### config.mk
export PLATFORM = sky130hd
export DESIGN_NAME = uart_receiver
export DESIGN_NICKNAME = d
export VERILOG_FILES = /design/src/rtl/uart_receiver.sv
export SDC_FILE = /design/constraint.sdc
export NUM_CORES = 1
export LEC_CHECK = 0
export CORE_UTILIZATION = 29
export DETAILED_ROUTE_END_ITERATION = 12
export GPL_TIMING_DRIVEN = 0
export PLACE_DENSITY = 0.56
export SLEW_MARGIN = 25
export SYNTH_ARGS = -nofsm -noshare
export SYNTH_HDL_FRONTEND = slang
export SYNTH_SLANG_ARGS = --single-unit
### constraint.sdc
create_clock -name clk -period 2.28 [get_ports clk]
set_input_delay 0.456 -clock clk [delete_from_list [all_inputs] [get_ports clk]]
set_output_delay 0.456 -clock clk [all_outputs]
set_load 0.02 [all_outputs]
### src/rtl/uart_receiver.sv
// UART receive engine: 2-flop rx synchronizer, 16x oversampled deframing, holding register with
// valid/read handshake plus framing/parity/overrun status. Parity is built only with UART_RX_PARITY_EN.
module uart_receiver #(
    parameter int DATA_BITS  = 8,
    parameter int OVERSAMPLE = 16
`ifdef UART_RX_PARITY_EN
    ,
    parameter bit PARITY_ODD = 1'b0
`endif
) (
    input  logic                 clk,
    input  logic                 rst,
    input  logic                 baud_tick,
    input  logic                 rx,
    input  logic                 rx_read,
    output logic [DATA_BITS-1:0] rx_data,
    output logic                 rx_valid,
    output logic                 rx_frame_err,
    output logic                 rx_parity_err,
    output logic                 rx_overrun
);

    // state    | meaning
    // S_IDLE   | line idle, waiting for a synced 1->0 edge
    // S_START  | counting to mid start bit to confirm it is still low
    // S_DATA   | sampling DATA_BITS data bits at mid-bit, LSB first
    // S_PARITY | sampling the parity bit (parity builds only)
    // S_STOP   | sampling the stop bit, then commit and return to idle
`ifdef UART_RX_PARITY_EN
    typedef enum logic [2:0] {S_IDLE, S_START, S_DATA, S_PARITY, S_STOP} state_t;
`else
    typedef enum logic [1:0] {S_IDLE, S_START, S_DATA, S_STOP} state_t;
`endif

    localparam int TW = ($clog2(OVERSAMPLE) < 4) ? 4 : $clog2(OVERSAMPLE);
    localparam int BW = $clog2(DATA_BITS);

    state_t               state;
    logic [TW-1:0]        tcnt;
    logic [BW-1:0]        bcnt;
    logic [DATA_BITS-1:0] shreg;
    logic                 rx_meta;
    logic                 rx_sync;
    logic                 rx_prev;
    logic                 mid_tick;
    logic                 commit;
`ifdef UART_RX_PARITY_EN
    logic                 par_bit;
`else
    assign rx_parity_err = 1'b0;
`endif

    assign mid_tick = baud_tick && (tcnt == TW'(OVERSAMPLE - 1));
    assign commit   = (state == S_STOP) && mid_tick;

    always_ff @(posedge clk) begin
        if (!rst) begin
            state        <= S_IDLE;
            tcnt         <= '0;
            bcnt         <= '0;
            shreg        <= '0;
            rx_meta      <= 1'b1;
            rx_sync      <= 1'b1;
            rx_prev      <= 1'b1;
            rx_data      <= '0;
            rx_valid     <= 1'b0;
            rx_frame_err <= 1'b0;
            rx_overrun   <= 1'b0;
`ifdef UART_RX_PARITY_EN
            par_bit       <= 1'b0;
            rx_parity_err <= 1'b0;
`endif
        end else begin
            rx_meta <= rx;
            rx_sync <= rx_meta;
            rx_prev <= rx_sync;

            case (state)
                S_IDLE: begin
                    if (rx_prev && !rx_sync) begin
                        tcnt  <= '0;
                        state <= S_START;
                    end
                end
                S_START: begin
                    if (baud_tick) begin
                        if (tcnt == TW'(OVERSAMPLE / 2 - 1)) begin
                            tcnt  <= '0;
                            state <= rx_sync ? S_IDLE : S_DATA;
                        end else begin
                            tcnt <= tcnt + 1'b1;
                        end
                    end
                end
                S_DATA: begin
                    if (mid_tick) begin
                        tcnt  <= '0;
                        shreg <= {rx_sync, shreg[DATA_BITS-1:1]};
                        if (bcnt == BW'(DATA_BITS - 1)) begin
                            bcnt  <= '0;
`ifdef UART_RX_PARITY_EN
                            state <= S_PARITY;
`else
                            state <= S_STOP;
`endif
                        end else begin
                            bcnt <= bcnt + 1'b1;
                        end
                    end else if (baud_tick) begin
                        tcnt <= tcnt + 1'b1;
                    end
                end
`ifdef UART_RX_PARITY_EN
                S_PARITY: begin
                    if (mid_tick) begin
                        tcnt    <= '0;
                        par_bit <= rx_sync;
                        state   <= S_STOP;
                    end else if (baud_tick) begin
                        tcnt <= tcnt + 1'b1;
                    end
                end
`endif
                S_STOP: begin
                    // No wait for the end of the stop bit so back-to-back frames are caught.
                    if (mid_tick) begin
                        tcnt  <= '0;
                        state <= S_IDLE;
                    end else if (baud_tick) begin
                        tcnt <= tcnt + 1'b1;
                    end
                end
                default: state <= S_IDLE;
            endcase

            if (commit) begin
                if (!rx_valid || rx_read) begin
                    rx_data      <= shreg;
                    rx_frame_err <= ~rx_sync;
                    rx_valid     <= 1'b1;
                    rx_overrun   <= 1'b0;
`ifdef UART_RX_PARITY_EN
                    rx_parity_err <= par_bit ^ (^shreg) ^ PARITY_ODD;
`endif
                end else begin
                    rx_overrun <= 1'b1;
                end
            end else if (rx_read && rx_valid) begin
                rx_valid   <= 1'b0;
                rx_overrun <= 1'b0;
            end
        end
    end

endmodule

# == Word level (Yosys, flattened, before mapping) ==
# Cells that the tools add are included.
# totals
register_bits,31
in_bits,5
wordCells,63
# op_classes
n_addsub,2
n_eq_ne,14
n_mux,20
n_bitwise,1
n_reduce_logical,15
# op_table
cell,count
4-bit 2-to-1 mux,5
2-bit 2-to-1 mux,7
2-bit != test (second input constant),6
4-bit case mux with 3 select lines,1
2-bit case mux with 4 select lines,1
2-bit AND reduction,3
6-bit AND reduction,1
1-bit 2-to-1 mux,5
4-bit by 1-bit adder with 4-bit output (second input constant),1
2-bit == test (second input constant),2
4-bit by 3-bit == test with 1-bit output (second input constant),1
4-bit == test (second input constant),1
1-bit logical AND,4
3-bit by 1-bit adder with 3-bit output (second input constant),1
3-bit == test (second input constant),1
3-bit 2-to-1 mux,1
3-bit by 1-bit != test with 1-bit output (second input constant),1
3-bit AND reduction,1
2-bit by 1-bit == test with 1-bit output (second input constant),1
1-bit logical NOT,2
2-bit logical NOT,1
2-bit by 1-bit != test with 1-bit output (second input constant),1
2-bit nonzero test,1
2-bit OR reduction,1
other kinds (2),2

# == Depth between registers and ports, before layout ==
# Gate-level depths: netlist (run 1).
# logic_depth
ltp_word,5
ltp_mapped,8
ltp_nobuf,5

# == Least setup slack after synthesis (run 1) ==
# OpenSTA, ideal clock, no wires.
# synth_path
path_kind,register to register
start,register tcnt[0]
end,register shreg[7]
setup_time_ns,0.116
arrival_time_ns,1.460
required_time_ns,2.164
path_slack_ns,0.704
stages_incl_launch_ff,9
synth_period_minus_slack_ns,1.576
cell_sequence,dfxtp_1 > ha_1 > and4_1 > buf_6 > and3b_1 > buf_6 > buf_12 > mux2i_1 > nor2b_1
# synth_between
elab_chain_cells,3
# synth_rtl
element,line,source
from (decl),39,logic [TW-1:0] tcnt;
from (signal assigned),91,tcnt <= tcnt + 1'b1;
from (signal assigned),110,tcnt <= tcnt + 1'b1;
from (signal assigned),130,tcnt <= tcnt + 1'b1;
4-bit == test,53,assign mid_tick = baud_tick && (tcnt == TW'(OVERSAMPLE - 1));
1-bit logical AND,53,
2-bit AND reduction (no line),-,
to (signal assigned),98,"shreg <= {rx_sync, shreg[DATA_BITS-1:1]};"
to (decl),41,logic [DATA_BITS-1:0] shreg;
# No other way between the ends.
# A chain may end at the register's enable or synchronous reset.

# == Worst setup path after layout (run 1) ==
# layout_path
start,input port rst
end,register rx_overrun
# layout_rtl
element,line,source
from (decl),12,"input logic rst,"
to (signal assigned),68,rx_overrun <= 1'b0;
to (signal assigned),141,rx_overrun <= 1'b0;
to (signal assigned),146,rx_overrun <= 1'b1;
to (decl),20,output logic rx_overrun
# No word-level cell between the ends.

==> results.md, run 1 <==
Outcome:
- The flow ran to the end, and the final reports show no timing, DRC or antenna violations.

STA:
- The final number of hold-violating endpoints was 0.
- Setup violations remaining at the end of the flow were counted as 0.
- For the final routed database, the setup TNS stands at 0 ps.
- The final max-slew violation count is 0.
- The worst path uses 83.7% of the clock period.
- The worst hold slack after final layout is 402 ps.
- The worst clock skew is 10.9 ps.
- Setup repair after global routing left no endpoint under its margin.
- Static timing analysis puts the maximum clock frequency at 524 MHz.
- Across all setup checks in the final design, the least slack found is 371 ps.
- The final critical path time including I/O delays and setup is 1910 ps.

Critical path:
- The setup check on the worst reg-to-reg path leaves a slack of 530 ps.
- The kind of launch point of the worst setup path is a primary input.
- The maximum fanout count along the critical path is 10.
- The critical path capture point type is a register.
- The data arrival time at the worst-slack endpoint is 2090 ps.
- The worst register-to-register path has a depth of 8.
- The worst register-to-register path begins at tcnt[0]$_SDFFE_PN0P_.
- The data required time of the critical path is 2460 ps.
- The terminus of the critical flop-to-flop path is bcnt[0]$_SDFFE_PN0P_.
- The worst setup path is of the in -> reg kind.

Detailed routing:
- Summing over every cut layer, the via total after detailed routing is 1,001.
- In the final routed layout, each cell accounts on average for 12.2 µm.
- The number of DRC markers after the initial detailed-route iteration is 35.
- In this run the remaining antenna-violating nets after routing total 0.
- The final layout contains routed wiring with a total length of 2.59 mm.
- The first-pass detailed-route iteration total is 4.
- After detailed routing, the number of vias per cell comes to 4.70.
- The number of remaining DRC errors is 0.

Power:
- Power spread over the standard cell area amounts to 624 mW/mm².
- The design draws 1.01 mW.
- The worst-case vdd ir drop is 0.399 mV.
- The leakage power figure is 0.575 nW.

Min path:
- Counting instances, the worst hold path has a depth of 1.
- The path with the worst hold slack has its endpoint at rx_sync$_SDFF_PN1_.
- The class of the most critical hold timing path is reg -> reg.
- The worst min-delay path startpoint is rx_meta$_SDFF_PN1_.

CTS:
- TritonCTS built the clock tree.
- The buffer depth of the longest clock path is 2.
- In this run the clock root is driven by a clkbuf_8.
- The post-CTS repair timing setup buffer count is 0.
- CTS built an H-tree with a depth of 2.
- Buffers inserted to repair hold after CTS numbered 0.
- After clock tree synthesis, the clock-pin slew on the worst setup and hold paths is 70 ps.
- The number of clock buffers inserted by TritonCTS is 5.
- The number of sinks on the clock net is 31.
- The clock network latency to the later pin of the worst-skew pair is 280 ps.
- Once the clock tree was built, the resizer swapped 0 gates to a different size.

Floorplanning:
- The total area inside the core boundary comes to 0.00435 mm².
- From left edge to right edge, the die measures 69.5 µm.
- The starting utilization of the core area is 30.4%.
- The number of placed I/O pins is 17.
- The die covers 0.00483 mm².
- After floorplanning, the core was divided into 24 placement rows.
- The die height is 69.5 µm.

Logic synthesis:
- Summed over all instances, the cell type with the most area after synthesis is dfxtp_1.
- The number of nets handed over by synthesis was 147.
- Of all flip-flops after synthesis, the portion carrying an async set or reset was 0%.
- For this run, the register share of the synthesized area comes to 46.9%.
- Ranked by total cell area, the synthesized netlist is headed by dfxtp_1, mux2i_1, nand3_1.
- The area share of the largest cell type after synthesis is 46.9%.
- The cell area that synthesis handed to floorplanning was 0.00132 mm².
- The instance count of the mapped netlist is 139.
- Synthesis instantiated 35 different standard cells from the library.
- Counting flops and latches in the post-synthesis netlist gives 31.
- The count of synthesis-stage warnings from yosys is 0.
- The synthesized area per cell is 9.51 µm².
- The most used flip-flop cell after synthesis is dfxtp_1.
- The number of enable flip-flop cells after synthesis is 0.

Placement:
- In this run the cell area measured after placement is 0.00154 mm².
- Routability-driven placement finished with a final weighted congestion of 0.721.
- Prior to clock tree synthesis, the placed netlist has a worst setup slack of 32.3 ps.
- The half-perimeter wire length after placement is 1.76 mm.
- The quantity of I/O buffers inserted on ports is 15.

Final layout:
- The area added between synthesis and finish is 22.9%.
- 0 antenna diodes ended up in the layout.
- In the final design database the tool counted 169 nets.
- The combined area of the multi-input logic cells is 619 µm².
- The layout has 445 filler cells.
- The fraction of layout cells with a size suffix above 1 is 8.70%.
- The register area is 621 µm².
- The area of all placed cells without fillers is 0.00163 mm².

GRT:
- The first global-routing pass estimated 4.31 mm of wire.
- The initial antenna violation count is 0.
- The total global routing track utilization is 11.3%.
- The largest net degree at the start of global routing is 11.
- The total overflow left after global routing is 0.
- The via count of the first global-routing pass came to 949.

Job:
- The max-cap check violation count is 0.
==> cell usage in the layout, fill, tap and decap left out, types with 6 or more instances in the layout <==
master	instances
nor2b_1	9
nand3_1	12
nand2_1	14
clkdlybuf4s50_1	15
dfxtp_1	31
nor2_1	9
clkbuf_8	6
mux2i_1	13
nand2b_1	6
o21ai_0	9
==> cell usage after synthesis, types with 2 or more instances <==
| cell type | n |
|---|---|
| a21oi_1 | 2 |
| buf_2 | 2 |
| buf_6 | 2 |
| clkbuf_1 | 4 |
| dfxtp_1 | 31 |
| ha_1 | 3 |
| mux2i_1 | 13 |
| nand2_1 | 14 |
| nand2b_1 | 6 |
| nand3_1 | 12 |
| nand3b_1 | 2 |
| nor2_1 | 9 |
| nor2b_1 | 9 |
| o21ai_0 | 9 |
==> routing by layer <==
layer  GRT usage, %  up-vias  wire length, µm
met2           16.8       21             1180
met4           4.08        0               27
met1           15.0      458             1260
met3           3.92        4              122
met5              0        -                0
li1               -      518                -
==> area by class of cell <==
cell class,count,share of cell area (%)
multi-input cells,96,38.1
inverters,2,0.462
clock buffers,6,5.08
repair buffers,15,9.24
plain buffers,10,4.62
clock inverters,1,0.308
well taps,52,4.00
flip-flops and latches,31,38.2
==> critical path: stages <==
cell,delay (ps)
clkdlybuf4s50_1,540
clkbuf_1,410
clkinv_1,380
a211oi_1,300
==> power breakdown <==
group          internal (mW)  switching [mW]
clock                  0.236           0.189
sequential             0.545         0.00321
combinational         0.0179          0.0225
total                  0.800           0.215
==> worst max path at each step <==
stage | startpoint | endpoint | slack (ps)
global route | rst | rx_overrun$_SDFFE_PN0P_ | 240
floorplan | tcnt[0]$_SDFFE_PN0P_ | shreg[7]$_SDFFE_PN0P_ | 700
global placement | rst | rx_overrun$_SDFFE_PN0P_ | 90
detailed placement | rst | rx_overrun$_SDFFE_PN0P_ | 30
finish | rst | rx_overrun$_SDFFE_PN0P_ | 370
CTS | rst | rx_overrun$_SDFFE_PN0P_ | 320
==> sequential cells by signal, summed over array words and instances (netlist names), named ones only <==
name,flops
rx_data,8
rx_valid,1
tcnt,4
bcnt,3
rx_overrun,1
state,1
shreg,8
rx_prev,1
rx_meta,1
rx_sync,1
rx_frame_err,1
==> cells by family (layout without fill, tap and decap cells) <==
logic type | count (synthesis) | count (layout) | synth area share (%)
multiplexers | 13 | 13 | 9.84
XOR/XNOR | 1 | 1 | 0.662
AO/OA/AOI/OAI | 20 | 20 | 9.46
AND/OR/NAND/NOR | 58 | 58 | 23.7
adder cells (fa/ha/maj) | 3 | 3 | 2.84
buffers and inverters | 12 | 34 | 6.24
other | 1 | 1 | 0.284
flip-flops | 31 | 31 | 46.9
==> per-stage QoR <==
step                      instances  utilization (%)
after global routing            213             37.3
after floorplan                 139                -
after CTS                       213             37.3
final                           213             37.3
after detailed placement        206             35.3
after global placement          206             35.3
Note: power is estimated with default switching activity, not from simulation.
==> run 2: changes to the inputs <==
Settings changed: PLACE_DENSITY 0.56 to 0.58.
Clock period 2.28 ns to 1.7 ns, I/O delays scaled along.
==> results.md, run 2 (synthesis gave the netlist of run 1 again) <==
Outcome:
- The flow ran to the end, and the final reports show no timing, DRC or antenna violations.

STA:
- The final number of hold-violating endpoints is 0.
- The smallest clock period supported by the final layout is computed as 1600 ps.
- Hold is met by 409 ps.
- Setup repair after global routing left no endpoint under its margin.
- The total of endpoints with negative setup slack in the final report is 0.
- The final max-slew violation count is 0.
- On the final layout, the worst clock skew is 3.52 ps.
- In the finished design, the share of the clock period the worst path needs comes to 94.1%.
- For this run, the top clock speed supported by timing is 625 MHz.

Critical path:
- The number of buffers and inverters on the critical path is 1.
- The data required time of the critical path is 1360 ps.
- The slowest stage of the critical path is the clkdlybuf4s50_1 cell.
- For flop-to-flop paths, the worst setup slack is 140 ps.
- Data on the critical path arrives at its endpoint at 1260 ps.
- The critical path's top delay family is buffers and inverters.
- The stage delay of the slowest cell on the critical path is 610 ps.
- The signal on the critical path passes through clkdlybuf4s50_1.
- The setup path with the least slack is of type reg -> out.
- The critical path capture point type is a primary output.
- The maximum fanout count along the critical path is 4.
- The worst setup path is launched from a register.

Placement:
- In this run the tool buffered the top-level ports with 15 buffer cells.
- The final estimated routing congestion in global placement is 0.724.
- Once detailed placement completed, the half-perimeter wirelength came to 1.82 mm.

Detailed routing:
- The final route contains 1,015 vias.
- After detailed routing, the number of vias per cell comes to 4.74.
- The detail route stage leaves a number of antenna-violating nets equal to 0.
- The first detailed-routing pass took 4 iterations.
- The number of DRC markers after the initial detailed-route iteration is 31.
- For this block, the routed nets add up to 2.58 mm of wire.
- The number of remaining DRC errors is 0.
- The average detailed-routed wire length per instance is 12.1 µm.

CTS:
- After clock tree synthesis, the clock-pin slew on the worst setup and hold paths is 60 ps.
- The buffer depth of the longest clock path is 2.
- The cts-stage hold buffer count is 0.
- The cell sitting at the root of the clock tree is a clkbuf_8.
- The number of clock buffers added by TritonCTS is 5.
- TritonCTS built the clock tree.
- Clock latency on the worst-skew pair, taken at its later pin, is 280 ps.
- The CTS H-tree depth is 2.
- Counting every sink on the clock net gives 31.

Floorplanning:
- The starting utilization of the core area is 30.4%.
- The core region is 0.00435 mm².
- The die covers 0.00483 mm².
- During I/O placement, the number of pins put on the boundary was 17.
- The row count is 24.
- The die is 69.5 µm tall.
- The die width is 69.5 µm.

Power:
- The switching power total is 0.305 mW.
- The completed layout was analyzed and its total power is 1.53 mW.
- The ratio of total power to cell area is 919 mW/mm².
- The fraction of power consumed by the clock network is 48.5%.
- The internal power component is 1.23 mW.
- The combinational cell fraction of total power is 3.6%.
- The leakage power figure is 0.594 nW.
- Of the total power, the share spent switching nets is 19.9%.
- The worst-case vdd ir drop is 0.555 mV.
- The proportion of power drawn by flip-flops and latches is 47.9%.

Final layout:
- The number of antenna diodes in the final layout is 0.
- The library cell used most frequently in the layout, excluding fill and tap cells, is dfxtp_1.
- The number of fillers in the final layout is 434.
- The layout net count is 169.
- Summing all multi-input logic gate instances after layout gives 632 µm².
- The largest registers in the layout are rx_data x8, shreg x8, tcnt x4.
- Of the cells placed in the final design, the portion with a size suffix greater than 1 is 12.3%.
- From synthesis to final layout, the design area changed by 26.0%.
- The library cells used most frequently in the layout, excluding fill and tap cells, are dfxtp_1, nand2_1, clkdlybuf4s50_1.
- The register area is 628 µm².

GRT:
- The initial antenna violation count is 0.
- The total grt overflow is 0.
- The total global routing track utilization is 11.9%.
- The via count of the first global-routing pass is 1,040.
- The global-route wire length before repair is 4.46 mm.
- Entering global routing, the biggest net connects 19 pins.

Job:
- Max-cap violations in this run came to 0.

Min path:
- The class of the most critical hold timing path is reg -> reg.
## run 2: timing repair
| item | CTS | global route |
|---|---|---|
| pin swaps | 1 | 0 |
| endpoints found under the setup margin | 21 | 5 |
| setup buffers | 0 | 2 |
| gates resized for setup | 6 | 2 |
## run 2: worst paths after layout
kind | startpoint | to | depth (start not counted)
setup / recovery | rx_valid$_SDFFE_PN0P_ | rx_valid | 1
hold / removal | rx_meta$_SDFF_PN1_ | rx_sync$_SDFF_PN1_ | 1
setup reg to reg | tcnt[0]$_SDFFE_PN0P_ | shreg[4]$_SDFFE_PN0P_ | 7
hold reg to reg | rx_meta$_SDFF_PN1_ | rx_sync$_SDFF_PN1_ | 1
## run 2: final cells by class
class / count / share of cell area (%)
inverters: 2 / 0.450
flip-flops and latches: 31 / 37.7
clock buffers: 6 / 4.95
multi-input cells: 96 / 37.9
repair buffers: 17 / 9.83
plain buffers: 8 / 3.15
clock inverters: 2 / 2.10
well taps: 52 / 3.90
## run 2: worst reg2reg max path: stages (launching register included)
cell     delay [ps]
dfxtp_4         360
ha_4            140
and4_1          210
buf_6           120
and3b_1         180
buf_6           180
mux2i_1         210
nor2b_1          60
## run 2: metrics by stage
stage	instance area [µm²]	setup WS [ps]	setup TNS, ps	util, %	cells
final	1670	100	0	38.3	214
after global routing	1670	26.0	0	38.3	214
after CTS	1670	37.5	0	38.3	213
after detailed placement	1540	-398	-7500	35.3	206
after global placement	1540	-368	-6880	35.3	206
after floorplan	1320	124	0	-	139
## run 2: power by group through the flow
stage / combinational [mW] / clock, mW / sequential (mW)
global placement: 0.0533 / 0 / 0.752
floorplan: 0.0343 / 0 / 0.751
CTS: 0.0546 / 0.772 / 0.736
finish: 0.0557 / 0.743 / 0.733
detailed placement: 0.0546 / 0 / 0.752
global route: 0.0619 / 0.803 / 0.733
## run 2: layer usage
metal | wire (µm) | GRT usage (%)
met5 | 0 | 0
met4 | 14 | 7.48
met3 | 80 | 4.07
met2 | 1280 | 19.6
met1 | 1210 | 12.9
==> run 3: changes to the inputs <==
==> constraint.sdc (replaced) <==
create_clock -name clk -period 1.7 [get_ports clk]
set_input_delay 0.17 -clock clk [delete_from_list [all_inputs] [get_ports clk]]
set_output_delay 0.17 -clock clk [all_outputs]
set_load 0.02 [all_outputs]
==> results.md, run 3 (synthesis gave the netlist of run 1 again) <==
Outcome:
- The flow ran to the end, and the final reports show no timing, DRC or antenna violations.

Critical path:
- The cell family contributing the most delay on the critical path is simple AND/OR/NAND/NOR gates.
- By instance count, the cell type seen most on the critical path is buf_6.
- The data required time of the critical path is 1870 ps.
- Together, buffers and inverters on the worst path number 2.
- In this run the worst path has a maximum fanout of 12.
- In this design, the stage delay of the slowest critical-path cell is 360 ps.
- STA classifies the critical path startpoint as a register.
- The worst setup path is of the reg -> reg kind.
- The signal on the critical path passes through ha_4 -> and4_1 -> buf_6 -> and3b_1 -> buf_6 -> mux2i_1 -> nor2b_1.
- The critical path capture point type is a register.
- The data arrival time at the worst-slack endpoint is 1740 ps.
- The slowest stage of the critical path is the dfxtp_4 cell.

Detailed routing:
- Dividing the detail-routed wire length by the instance count gives 12.1 µm.
- The final layout contains routed wiring with a total length of 2.58 mm.
- The total vias in the final route is 1,017.
- The detailed-route vias per instance is 4.75.
- The number of DRC markers after the initial detailed-route iteration is 31.
- After detailed routing, the number of remaining DRC violations is 0.
- The first detailed-routing pass took 4 iterations.
- The number of nets with antenna violations after routing is 0.

Final layout:
- In the final layout, the multi-input gates occupy 632 µm².
- Fill cells in the final layout number 432.
- The layout net count is 169.
- Leaving out filler cells and counting taps, the final layout contains 214.
- The most common cell after layout, fill and taps aside is dfxtp_1.
- Compared with the post-synthesis result, the final layout area differs by 26.4%.
- The largest registers in the layout are rx_data x8, shreg x8, tcnt x4.
- The end-of-flow core utilization is 38.4%.
- The register area is 628 µm².
- Cells with a size suffix above 1 make up 13.0% of the layout.
- The number of antenna diodes is 0.
- In the layout the commonest cells are dfxtp_1, clkdlybuf4s50_1, nand2_1.

Placement:
- Port buffering added 15 buffers.
- Counting tap cells, the placed design contains a total of 206 instances.
- The final estimated routing congestion in global placement is 0.724.
- The setup slack at placement is -228 ps.
- After legalization and detailed placement, the total HPWL measured 1.82 mm.

STA:
- Setup repair after global routing left no endpoint under its margin.
- The final critical path time including I/O delays and setup is 1560 ps.
- Setup slack on the critical path of the routed design comes to 135 ps.
- The post-route fraction of the period consumed by the critical path is 92.0%.
- The worst clock skew is 3.51 ps.
- Setup violations remaining at the end of the flow were counted as 0.
- Derived from the worst setup path, the maximum achievable clock frequency is 639 MHz.
- The setup TNS after final layout is 0 ps.
- The final number of hold-violating endpoints is 0.
- The final max-slew violation count was 0.

GRT:
- The via count of the first global-routing pass was 1,040.
- The initial antenna violation count is 0.
- For this run the aggregate overflow at the end of global routing stands at 0.
- The largest net degree at the start of global routing is 19.
- The total global routing track utilization is 11.9%.
- The first global-routing pass estimated 4.46 mm of wire.

Power:
- The combinational cell fraction of total power is 3.7%.
- In this run the power spent charging and discharging nets is 0.305 mW.
- The worst-case vdd ir drop is 0.555 mV.
- The fraction of power consumed by the clock network is 48.5%.
- Net switching is 19.9% of the power.
- The ratio of total power to cell area is 918 mW/mm².
- The proportion of power drawn by flip-flops and latches is 47.8%.
- The analysis attributes to cell leakage a power of 0.591 nW.
- The internal portion of the total power is 1.23 mW.

Floorplanning:
- From bottom edge to top edge, the die measures 69.5 µm.
- The number of placed I/O pins is 17.
- The area of the core region is 0.00435 mm².
- The starting utilization of the core area is 30.4%.
- In this run the core area contains 24 standard-cell rows.
- The die area is 0.00483 mm².
- The die width is 69.5 µm.

CTS:
- The tree is rooted in a clkbuf_8.
- The buffer depth of the longest clock path is 2.
- The number of sinks on the clock net is 31.
- For this design, the CTS-stage hold fixing added 0 buffers.
- The CTS H-tree depth is 2.
- The clock network latency to the later pin of the worst-skew pair is 280 ps.
- Clock-pin slew was measured on the worst setup and hold paths at 60 ps.
- Buffers inserted during clock tree synthesis total 5.
- The CTS tree is yes.

Min path:
- The class of the most critical hold timing path is reg -> reg.

Job:
- Max-cap violations in this run came to 0.
-- run 3: cell types whose count changed in the layout (fill, tap and decap cells not counted) --
| cell | change |
|---|---|
| clkinvlp_4 | +1 |
| dlygate4sd2_1 | -1 |
| clkinv_1 | -1 |
| clkdlybuf4s50_1 | +1 |
-- run 3: final cells by class --
| type | instances | area share [%] |
|---|---|---|
| clock buffers | 6 | 4.94 |
| inverters | 2 | 0.674 |
| flip-flops and latches | 31 | 37.6 |
| clock inverters | 2 | 2.10 |
| multi-input cells | 96 | 37.8 |
| repair buffers | 17 | 9.88 |
| plain buffers | 8 | 3.14 |
| well taps | 52 | 3.89 |
-- run 3: what timing repair did --
item / 4_1_cts / 5_1_grt
setup endpoints to repair: 18 / 7
hold endpoints to repair: 0 / 0
resized for setup: 4 / 5
buffers inserted: 0 / 2
pin swaps: 1 / 0
-- run 3: final timing paths --
check                           depth (start not counted)  slack [ps]                     to                 start
worst max-delay path                                    7         140  shreg[4]$_SDFFE_PN0P_  tcnt[0]$_SDFFE_PN0P_
worst min-delay path                                    1         410     rx_sync$_SDFF_PN1_    rx_meta$_SDFF_PN1_
worst max register to register                          7         140  shreg[4]$_SDFFE_PN0P_  tcnt[0]$_SDFFE_PN0P_
worst min register to register                          1         410     rx_sync$_SDFF_PN1_    rx_meta$_SDFF_PN1_
-- run 3: per-layer routing --
metal  vias to the layer above  track usage (%)  routed length, µm
met1                       475             12.9               1210
met2                        17             19.6               1280
met3                         2             4.07                 80
met4                         0             7.48                 14
li1                        523                -                  -
met5                         -                0                  0
-- run 3: worst reg2reg max path: stages, from the launching register on --
cell and delay (ps):
dfxtp_4 360, ha_4 140, and4_1 210, buf_6 120, and3b_1 180, buf_6 180, mux2i_1 210, nor2b_1 60
-- run 3: power groups by stage --
stage               logic [mW]  clock network (mW)  registers, mW
floorplan               0.0343                   0          0.751
global placement        0.0533                   0          0.752
detailed placement      0.0546                   0          0.752
CTS                     0.0552               0.772          0.736
global route            0.0636               0.803          0.733
finish                  0.0574               0.743          0.733
-- run 3: through the flow --
| step | instance area [µm²] | hold slack (ps) | total power, mW |
|---|---|---|---|
| detailed placement | 1540 | 402 | 0.807 |
| finish | 1670 | 409 | 1.53 |
| floorplan | 1320 | 266 | 0.785 |
| global placement | 1540 | 392 | 0.805 |
| global route | 1670 | 431 | 1.60 |
| CTS | 1670 | 416 | 1.56 |
